--- config.mk ---
export PLATFORM = sky130hd
export DESIGN_NAME = game_round_controller
export DESIGN_NICKNAME = d
export VERILOG_FILES = /design/src/rtl/game_pkg.sv /design/src/rtl/btn_edge_detect.sv /design/src/rtl/game_round_controller.sv
export SDC_FILE = /design/constraint.sdc
export NUM_CORES = 1
export LEC_CHECK = 0
export ABC_AREA = 1
export BUFFER_PORTS_ARGS = -buffer_cell sky130_fd_sc_hd__buf_2
export CAP_MARGIN = 15
export CORE_MARGIN = 2
export CORE_UTILIZATION = 56
export DETAILED_ROUTE_END_ITERATION = 8
export GPL_ROUTABILITY_DRIVEN = 0
export PLACE_DENSITY = 0.83
export SETUP_SLACK_MARGIN = 0.05
export SYNTH_ARGS = -nofsm -noshare
export SYNTH_HDL_FRONTEND = slang
export SYNTH_SLANG_ARGS = --single-unit
--- constraint.sdc ---
create_clock -name clk -period 4.4 [get_ports clk]
set_input_delay 0 -clock clk [delete_from_list [all_inputs] [get_ports clk]]
set_output_delay 0 -clock clk [all_outputs]
set_load 0.01 [all_outputs]
--- src/rtl/game_pkg.sv ---
// Shared encodings for the whack-a-mole round controller: game states,
// display mode constants and the button bundle layout.
package game_pkg;

  typedef enum logic [2:0] {
    IDLE      = 3'd0,
    COUNTDOWN = 3'd1,
    PLAYING   = 3'd2,
    PAUSED    = 3'd3,
    GAME_OVER = 3'd4
  } game_state_t;

  localparam logic DISP_SECS  = 1'b0;
  localparam logic DISP_SCORE = 1'b1;

  localparam int unsigned BTN_W = 3;

  // Bit order matches the concatenation {clear_hi, pause, start}.
  typedef struct packed {
    logic clear_hi;
    logic pause;
    logic start;
  } btn_t;

endpackage

--- src/rtl/btn_edge_detect.sv ---
// Rising-edge detector for a bank of debounced button levels.
module btn_edge_detect #(
  parameter int unsigned WIDTH = 3
) (
  input  logic             clk,
  input  logic             rst_n,
  input  logic [WIDTH-1:0] btn,
  output logic [WIDTH-1:0] rise_c
);

  logic [WIDTH-1:0] prev_q;

  always_ff @(posedge clk or negedge rst_n) begin
    if (!rst_n) prev_q <= '0;
    else        prev_q <= btn;
  end

  assign rise_c = btn & ~prev_q;

endmodule

--- src/rtl/game_round_controller.sv ---
// Round sequencer: countdown, timed play with pause, high-score tracking,
// level latching and display selection, all driven from registers.
module game_round_controller
  import game_pkg::*;
#(
  parameter int unsigned SEC_W         = 6,
  parameter int unsigned COUNTDOWN_SEC = 5,
  parameter int unsigned GAME_SEC      = 30,
  parameter int unsigned NUM_LEVELS    = 3,
  parameter int unsigned LVL_W         = $clog2(NUM_LEVELS),
  parameter int unsigned SCORE_W       = 8
) (
  input  logic                  clk,
  input  logic                  rst_n,
  input  logic                  tick_1hz,
  input  logic                  btn_start,
  input  logic                  btn_pause,
  input  logic                  btn_clear_hi,
  input  logic [NUM_LEVELS-1:0] level_sel,
  input  logic [SCORE_W-1:0]    score,
  output logic [2:0]            game_state,
  output logic [LVL_W-1:0]      level,
  output logic                  score_en,
  output logic                  score_clr,
  output logic                  mole_en,
  output logic [SEC_W-1:0]      secs_left,
  output logic [SCORE_W-1:0]    display_value,
  output logic                  display_mode,
  output logic [SCORE_W-1:0]    high_score,
  output logic                  new_high
);

  btn_t btn_now;
  btn_t btn_rise;

  assign btn_now = {btn_clear_hi, btn_pause, btn_start};

  btn_edge_detect #(.WIDTH(BTN_W)) u_btn_edge (
    .clk    (clk),
    .rst_n  (rst_n),
    .btn    (btn_now),
    .rise_c (btn_rise)
  );

  game_state_t         state_q, state_d;
  logic [SEC_W-1:0]    secs_q, secs_d;
  logic [LVL_W-1:0]    level_q, level_d;
  logic [SCORE_W-1:0]  high_q, high_d;
  logic                new_high_q, new_high_d;
  logic                clr_q, clr_d;
  logic                run_q, run_d;
  logic [SCORE_W-1:0]  disp_val_q, disp_val_d;
  logic                disp_mode_q, disp_mode_d;
  logic                last_tick;

  assign last_tick = tick_1hz && (secs_q == SEC_W'(1));

  // Next-state: start edge overrides expiry, expiry overrides pause.
  always_comb begin
    state_d     = state_q;
    secs_d      = secs_q;
    level_d     = level_q;
    high_d      = high_q;
    new_high_d  = new_high_q;
    clr_d       = 1'b0;

    if (state_q == IDLE || state_q == GAME_OVER) begin
      if (btn_rise.clear_hi) begin
        high_d     = '0;
        new_high_d = 1'b0;
      end
      for (int i = int'(NUM_LEVELS) - 1; i >= 0; i--) begin
        if (level_sel[i]) level_d = LVL_W'(i);
      end
    end

    if (btn_rise.start) begin
      state_d    = COUNTDOWN;
      secs_d     = SEC_W'(COUNTDOWN_SEC);
      clr_d      = 1'b1;
      new_high_d = 1'b0;
    end else begin
      case (state_q)
        COUNTDOWN: begin
          if (last_tick) begin
            state_d = PLAYING;
            secs_d  = SEC_W'(GAME_SEC);
          end else if (tick_1hz) begin
            secs_d = secs_q - SEC_W'(1);
          end
        end
        PLAYING: begin
          if (last_tick) begin
            state_d = GAME_OVER;
            secs_d  = '0;
            if (score > high_q) begin
              high_d     = score;
              new_high_d = 1'b1;
            end
          end else begin
            if (tick_1hz)        secs_d  = secs_q - SEC_W'(1);
            if (btn_rise.pause)  state_d = PAUSED;
          end
        end
        PAUSED: begin
          if (btn_rise.pause) state_d = PLAYING;
        end
        default: ;
      endcase
    end

    run_d = (state_d == PLAYING);

    case (state_d)
      IDLE: begin
        disp_val_d  = high_d;
        disp_mode_d = DISP_SCORE;
      end
      COUNTDOWN: begin
        disp_val_d  = SCORE_W'(secs_d);
        disp_mode_d = DISP_SECS;
      end
      default: begin
        disp_val_d  = score;
        disp_mode_d = DISP_SCORE;
      end
    endcase
  end

  always_ff @(posedge clk or negedge rst_n) begin
    if (!rst_n) begin
      state_q     <= IDLE;
      secs_q      <= '0;
      level_q     <= '0;
      high_q      <= '0;
      new_high_q  <= 1'b0;
      clr_q       <= 1'b1;
      run_q       <= 1'b0;
      disp_val_q  <= '0;
      disp_mode_q <= DISP_SCORE;
    end else begin
      state_q     <= state_d;
      secs_q      <= secs_d;
      level_q     <= level_d;
      high_q      <= high_d;
      new_high_q  <= new_high_d;
      clr_q       <= clr_d;
      run_q       <= run_d;
      disp_val_q  <= disp_val_d;
      disp_mode_q <= disp_mode_d;
    end
  end

  assign game_state    = state_q;
  assign level         = level_q;
  assign score_en      = run_q;
  assign mole_en       = run_q;
  assign score_clr     = clr_q;
  assign secs_left     = secs_q;
  assign display_value = disp_val_q;
  assign display_mode  = disp_mode_q;
  assign high_score    = high_q;
  assign new_high      = new_high_q;

endmodule

After elaboration in Yosys (flattened, before gate mapping)
Index checks and enable logic that the tools add are counted.
{"block": "totals", "ff_bits": 34, "latch_bits": 0, "ram_bits": 0, "romBits": 0, "input_bits": 17, "output_inout_bits": 32, "elab_cells": 56, "memories": 0}
{"block": "classes", "add_sub_neg": 1, "n_mul": 0, "div": 0, "magnitude_cmp": 1, "n_eq_ne": 7, "shift": 0, "n_mux": 29, "bitwise": 2, "n_reduce_logical": 6}
{"op": "8-bit 2-to-1 mux", "n": 6}
{"op": "6-bit 2-to-1 mux", "n": 4}
{"op": "8-bit case mux with 2 select lines", "n": 1}
{"op": "3-bit 2-to-1 mux", "n": 5}
{"op": "6-bit case mux with 2 select lines", "n": 1}
{"op": "3-bit by 2-bit equality test with 1-bit output, second input constant", "n": 3}
{"op": "3-bit case mux with 3 select lines", "n": 1}
{"op": "8-bit greater-than comparator", "n": 1}
{"op": "1-bit 2-to-1 mux", "n": 8}
{"op": "3-bit by 1-bit equality test with 1-bit output, second input constant", "n": 2}
{"op": "6-bit by 1-bit equality test with 1-bit output, second input constant", "n": 1}
{"op": "3-bit logical NOT", "n": 2}
{"op": "2-bit 2-to-1 mux", "n": 3}
{"op": "6-bit by 1-bit subtractor with 6-bit output, second input constant", "n": 1}
{"op": "3-bit bitwise AND", "n": 1}
{"op": "3-bit equality test, second input constant", "n": 1}
{"op": "3-bit inverter", "n": 1}
{"op": "3-bit nonzero test", "n": 1}
{"op": "2-bit AND reduction", "n": 1}
{"op": "1-bit logical AND", "n": 1}
{"op": "1-bit logical OR", "n": 1}

Logic depth before layout (Yosys ltp)
{"block": "logic_depth", "word_depth": 9, "mapped_depth": 16, "depth_no_buf": 15}

Cells and area by module
From an unflattened synthesis, not the netlist that was laid out.
{"block": "unflattened", "cells_unflattened": 242, "area_unflattened_um2": 2068.2}
{"module": "game_round_controller", "n_inst": 1, "cells_per_inst": 233, "area_per_inst_um2": 1963.1, "seq_area_each_um2": 778.2}
{"module": "btn_edge_detect", "n_inst": 1, "cells_per_inst": 9, "area_per_inst_um2": 105.1, "seq_area_each_um2": 75.1}

Least setup slack after synthesis
OpenSTA, ideal clock, no wires.
{"block": "synth_path", "path_kind": "flip-flop to flip-flop", "from": "register high_q[3] (netlist: high_score[3])", "to": "register disp_val_q[7] (netlist: display_value[7])", "setup_time_ns": 0.133, "t_arrival_ns": 1.597, "required_ns": 4.267, "slack_ns": 2.671, "path_stages_with_launch": 13, "n_path_buf": 1, "synth_period_minus_slack_ns": 1.729, "cell_sequence": "dfrtp_1 inv_1 ha_1 nand2_1 nor2_1 and2_1 nor2_8 nand2_4 buf_6 nand2_1 o21ai_1 nand2_1 o21ai_0"}
{"block": "synth_between", "elab_chain_cells": 6}
{"element": "start, declared", "line_no": "game_round_controller.sv:48", "rtl": "logic [SCORE_W-1:0] high_q, high_d;"}
{"element": "start signal, assigned", "line_no": "game_round_controller.sv:145", "rtl": "high_q <= high_d;"}
{"element": "8-bit greater-than comparator", "line_no": "game_round_controller.sv:96", "rtl": "if (score > high_q) begin"}
{"element": "8-bit 2-to-1 mux", "line_no": "game_round_controller.sv:96"}
{"element": "8-bit 2-to-1 mux", "line_no": "game_round_controller.sv:93", "rtl": "if (last_tick) begin"}
{"element": "8-bit 2-to-1 mux", "line_no": "game_round_controller.sv:83", "rtl": "case (state_q)"}
{"element": "8-bit 2-to-1 mux", "line_no": "game_round_controller.sv:77", "rtl": "if (btn_rise.start) begin"}
{"element": "net high_d[7]", "line_no": "game_round_controller.sv:48"}
{"element": "8-bit case mux with 2 select lines", "line_no": "game_round_controller.sv:114", "rtl": "case (state_d)"}
{"element": "net disp_val_d[7]", "line_no": "game_round_controller.sv:52", "rtl": "logic [SCORE_W-1:0] disp_val_q, disp_val_d;"}
{"element": "end signal, assigned", "line_no": "game_round_controller.sv:149", "rtl": "disp_val_q <= disp_val_d;"}
{"element": "end, declared", "line_no": "game_round_controller.sv:52"}
The timed path passes the listed nets, and every way through them passes these cells.
A chain may end at the register's enable or synchronous reset.

Final worst setup path
{"block": "layout_path", "from": "register secs_q[1] (netlist: secs_left[1])", "to": "register disp_val_q[0] (netlist: display_value[0])"}
{"block": "layout_between", "elab_chain_cells": 7, "elab_cells_between_ends": 16, "classes_between": "eq/ne: 2; mux: 12; reduce/logical: 2"}
{"element": "start, declared", "line_no": "game_round_controller.sv:46", "rtl": "logic [SEC_W-1:0] secs_q, secs_d;"}
{"element": "start signal, assigned", "line_no": "game_round_controller.sv:143", "rtl": "secs_q <= secs_d;"}
{"element": "6-bit by 1-bit equality test with 1-bit output (*)", "line_no": "game_round_controller.sv:56", "rtl": "assign last_tick = tick_1hz && (secs_q == SEC_W'(1));"}
{"element": "1-bit logical AND (*)", "line_no": "game_round_controller.sv:56"}
{"element": "3-bit 2-to-1 mux, on equally long branches", "line_no": "game_round_controller.sv:93, game_round_controller.sv:85"}
{"element": "3-bit case mux with 3 select lines", "line_no": "game_round_controller.sv:83"}
{"element": "3-bit 2-to-1 mux", "line_no": "game_round_controller.sv:77"}
{"element": "3-bit by 1-bit equality test with 1-bit output / 3-bit logical NOT (equally long branches)", "line_no": "game_round_controller.sv:114"}
{"element": "8-bit case mux with 2 select lines (*)", "line_no": "game_round_controller.sv:114"}
{"element": "net disp_val_d[0]", "line_no": "game_round_controller.sv:52"}
Mark *: on every way through the listed nets, which the timed path passes. The rest lies on a longest branch.

==> results.sh <==
export IMPL_status="finished clean"
export IMPL_drt_iter0_drc=82
export IMPL_rsz0062_at_grt="no"
export IMPL_fin_crit_ps=1918
export IMPL_io_buffers=48
export IMPL_leakagePower_nw=1.393
export IMPL_drive_above_1_share=0.2508
export IMPL_clk_latency_ps=330
export IMPL_fin_setup_tns_ps=0
export IMPL_rows=21
export IMPL_crit_arrival_ps=2190
export IMPL_avgSynthCellArea_um2=7.713
export IMPL_setup_viol=0
export IMPL_wl_per_cell_um=12.22
export IMPL_slew_viol_final=0
export IMPL_critical_path_startpoint="secs_left[1]"
export IMPL_fmax_ghz=0.5214
export IMPL_place_hpwl_um=3247
export IMPL_initial_utilization=0.5848
export IMPL_crit_type="reg2reg"
export IMPL_worst_hold_path_type="in2reg"
export IMPL_final_cell_mix="nand2_1, buf_2, inv_1, dfrtp_1, nand3_1"
export IMPL_syn_inst=255
export IMPL_finClkSkew_ps=6.558
export IMPL_grt_max_degree=35
export IMPL_wirelength_um=4508
export IMPL_power_density_nw_per_um2=559.9
export IMPL_slew_limit_headroom=0.5115
export IMPL_grt_usage=0.2500
export IMPL_tightestPinTransition_ps=732.8
export IMPL_stdcell_area_um2=2451
export IMPL_hold_viol=0
export IMPL_syn_area_um2=1967
export IMPL_cts_hold_buffers=15
export IMPL_worstSetupEndpointType="flip-flop"
export IMPL_drc=0
export IMPL_die_area_um2=4002
export IMPL_final_common_cell="nand2_1"
export IMPL_muxShareOfSynthArea=0
export IMPL_r2r_cells=10
export IMPL_drt_pre_antenna_iters=4
export IMPL_finish_utilization=0.7288
export IMPL_detail_route_antenna_nets=0
export IMPL_ys_warn_count=0
export IMPL_crit_end="display_value[0]"
export IMPL_grt_pass1_vias=1755
export IMPL_reg2reg_to="display_value[0]"
export IMPL_cts_repair_resized=0
export IMPL_vdd_drop_max_mv=0.2916
export IMPL_crit_fanout=9
export IMPL_cts_buffers_inserted=5
export IMPL_antenna_found_initial=0
export IMPL_vias_per_cell=5.065
export IMPL_cts_tree="built"
export IMPL_cts_sinks=34
export IMPL_path_clk_slew_ps=100
export IMPL_postPlaceCellArea_um2=2241
export IMPL_fp_dieW_um=63.27
export IMPL_fillerInstances=290
export IMPL_rr_startpoint="secs_left[1]"
export IMPL_post_cts_buffers=0
export IMPL_core_area_um2=3363
export IMPL_synth_seq_cells=34
export IMPL_htreeDepth=2
export IMPL_yosys_cell_types_count=29
export IMPL_die_height_um=63.27
export IMPL_yosysSeqAreaShare=0.4338
export IMPL_dr_total_vias=1869
export IMPL_r2r_slack_ps=2480
export IMPL_synth_nets=282
export IMPL_synthAdderAreaFrac=0.06361
export IMPL_maxCapViolCount=0
export IMPL_area_growth_syn_to_layout_pct=24.62
export IMPL_finalPower_mw=1.372
export IMPL_hold_slack_ps=28.27
export IMPL_diodes=0
export IMPL_synth_compound_area_share=0.07252
export IMPL_io_pins=49
export IMPL_cp_required_ps=4670
export IMPL_fin_nets=349
export IMPL_grt_pass1_wl_um=7879
export IMPL_gr_total_overflow=0
export IMPL_synth_top_family_by_area="simple AND/OR/NAND/NOR gates"
export IMPL_yosys_area_share_simple=0.3276
export IMPL_min_period_over_period=0.4359
export IMPL_cts_buffer_depth=2
export IMPL_critPathLaunchType="flip-flop"
export IMPL_clockRootBuffer="clkbuf_4"
export IMPL_yosys_area_share_xor_xnor=0.004453
## synth_stat cells
master | count | area, um2
o21ai_0 | 11 | 55.05
and2_1 | 1 | 6.260
nand3_2 | 2 | 20.02
o21ai_2 | 2 | 17.52
dfstp_2 | 2 | 52.55
nand4_1 | 1 | 6.260
a21oi_2 | 1 | 8.760
o211ai_1 | 1 | 7.510
nor2_8 | 1 | 20.02
inv_2 | 7 | 26.28
buf_6 | 1 | 11.26
buf_4 | 1 | 7.510
a31oi_1 | 1 | 6.260
nor3_1 | 1 | 5.000
o21ai_1 | 1 | 5.000
a21oi_1 | 7 | 35.03
nand2_1 | 69 | 259.0
nor2_2 | 3 | 18.77
xor2_1 | 1 | 8.760
nor2_4 | 3 | 33.78
a21o_1 | 1 | 7.510
buf_2 | 1 | 5.000
nand2_4 | 3 | 33.78
dfrtp_1 | 32 | 800.8
ha_1 | 10 | 125.1
inv_1 | 38 | 142.6
nand2_2 | 2 | 12.51
nor2_1 | 21 | 78.83
nand3_1 | 30 | 150.1
## worst max-delay path, stage by stage (launching register included)
cell	delay, ps
dfrtp_1	430
inv_1	90
ha_1	150
inv_1	40
nor2_1	80
nand3_1	190
nand2_1	150
nand3_2	100
a21oi_2	350
nand3_1	130
nand3_1	130
## stage by stage
step | worst slack (ps) | std cells
floorplan | 2671 | 255
global placement | 2607 | 346
detailed placement | 2512 | 346
CTS | 2499 | 369
global route | 2252 | 369
finish | 2482 | 369
## power by group
group	internal [mW]	switching, mW
Clock	0.0774	0.104
Combinational	0.254	0.448
Sequential	0.415	0.0750
## cells by family (layout without fill, tap and decap cells)
group | count (synthesis) | after routing
AND/OR/NAND/NOR | 137 | 137
buffers and inverters | 48 | 116
flip-flops | 34 | 34
AO/OA/AOI/OAI | 25 | 25
adder cells (fa/ha/maj) | 10 | 10
XOR/XNOR | 1 | 1
## routing by layer
metal	routed length (um)	global-route usage
met2	2249	0.4189
met3	265	0.04821
met4	75	0.09511
met5	0	0
met1	1917	0.3216
## layout make-up
cell class,instances,area (um2),share of cell area
multi-input cells,173,920.9,0.3757
clock buffers,7,55.05,0.02246
flip-flops and latches,34,853.3,0.3481
well taps,46,57.56,0.02348
repair buffers,63,390.4,0.1593
clock inverters,1,5.005,0.002042
inverters,45,168.9,0.06891
## state kept, by name, indices dropped and copies added (netlist names)
name,flops
display_mode,1
display_value,8
game_state,3
high_score,8
level,2
mole_en,1
new_high,1
score_clr,1
secs_left,6
u_btn_edge.prev_q,3
## worst min path at each step
| stage | cells after the start | end | startpoint |
|---|---|---|---|
| 6_report | 4 | level[1] | level_sel[2] |
| 5_1_grt | 4 | level[1] | level_sel[2] |
| 4_1_cts | 4 | level[1] | level_sel[2] |
| 3_5_place_dp | 1 | level[0] | rst_n |
| 3_3_place_gp | 1 | level[0] | rst_n |
| 2_1_floorplan | 0 | display_value[0] | rst_n |
Power figures use the tool's default switching activity.
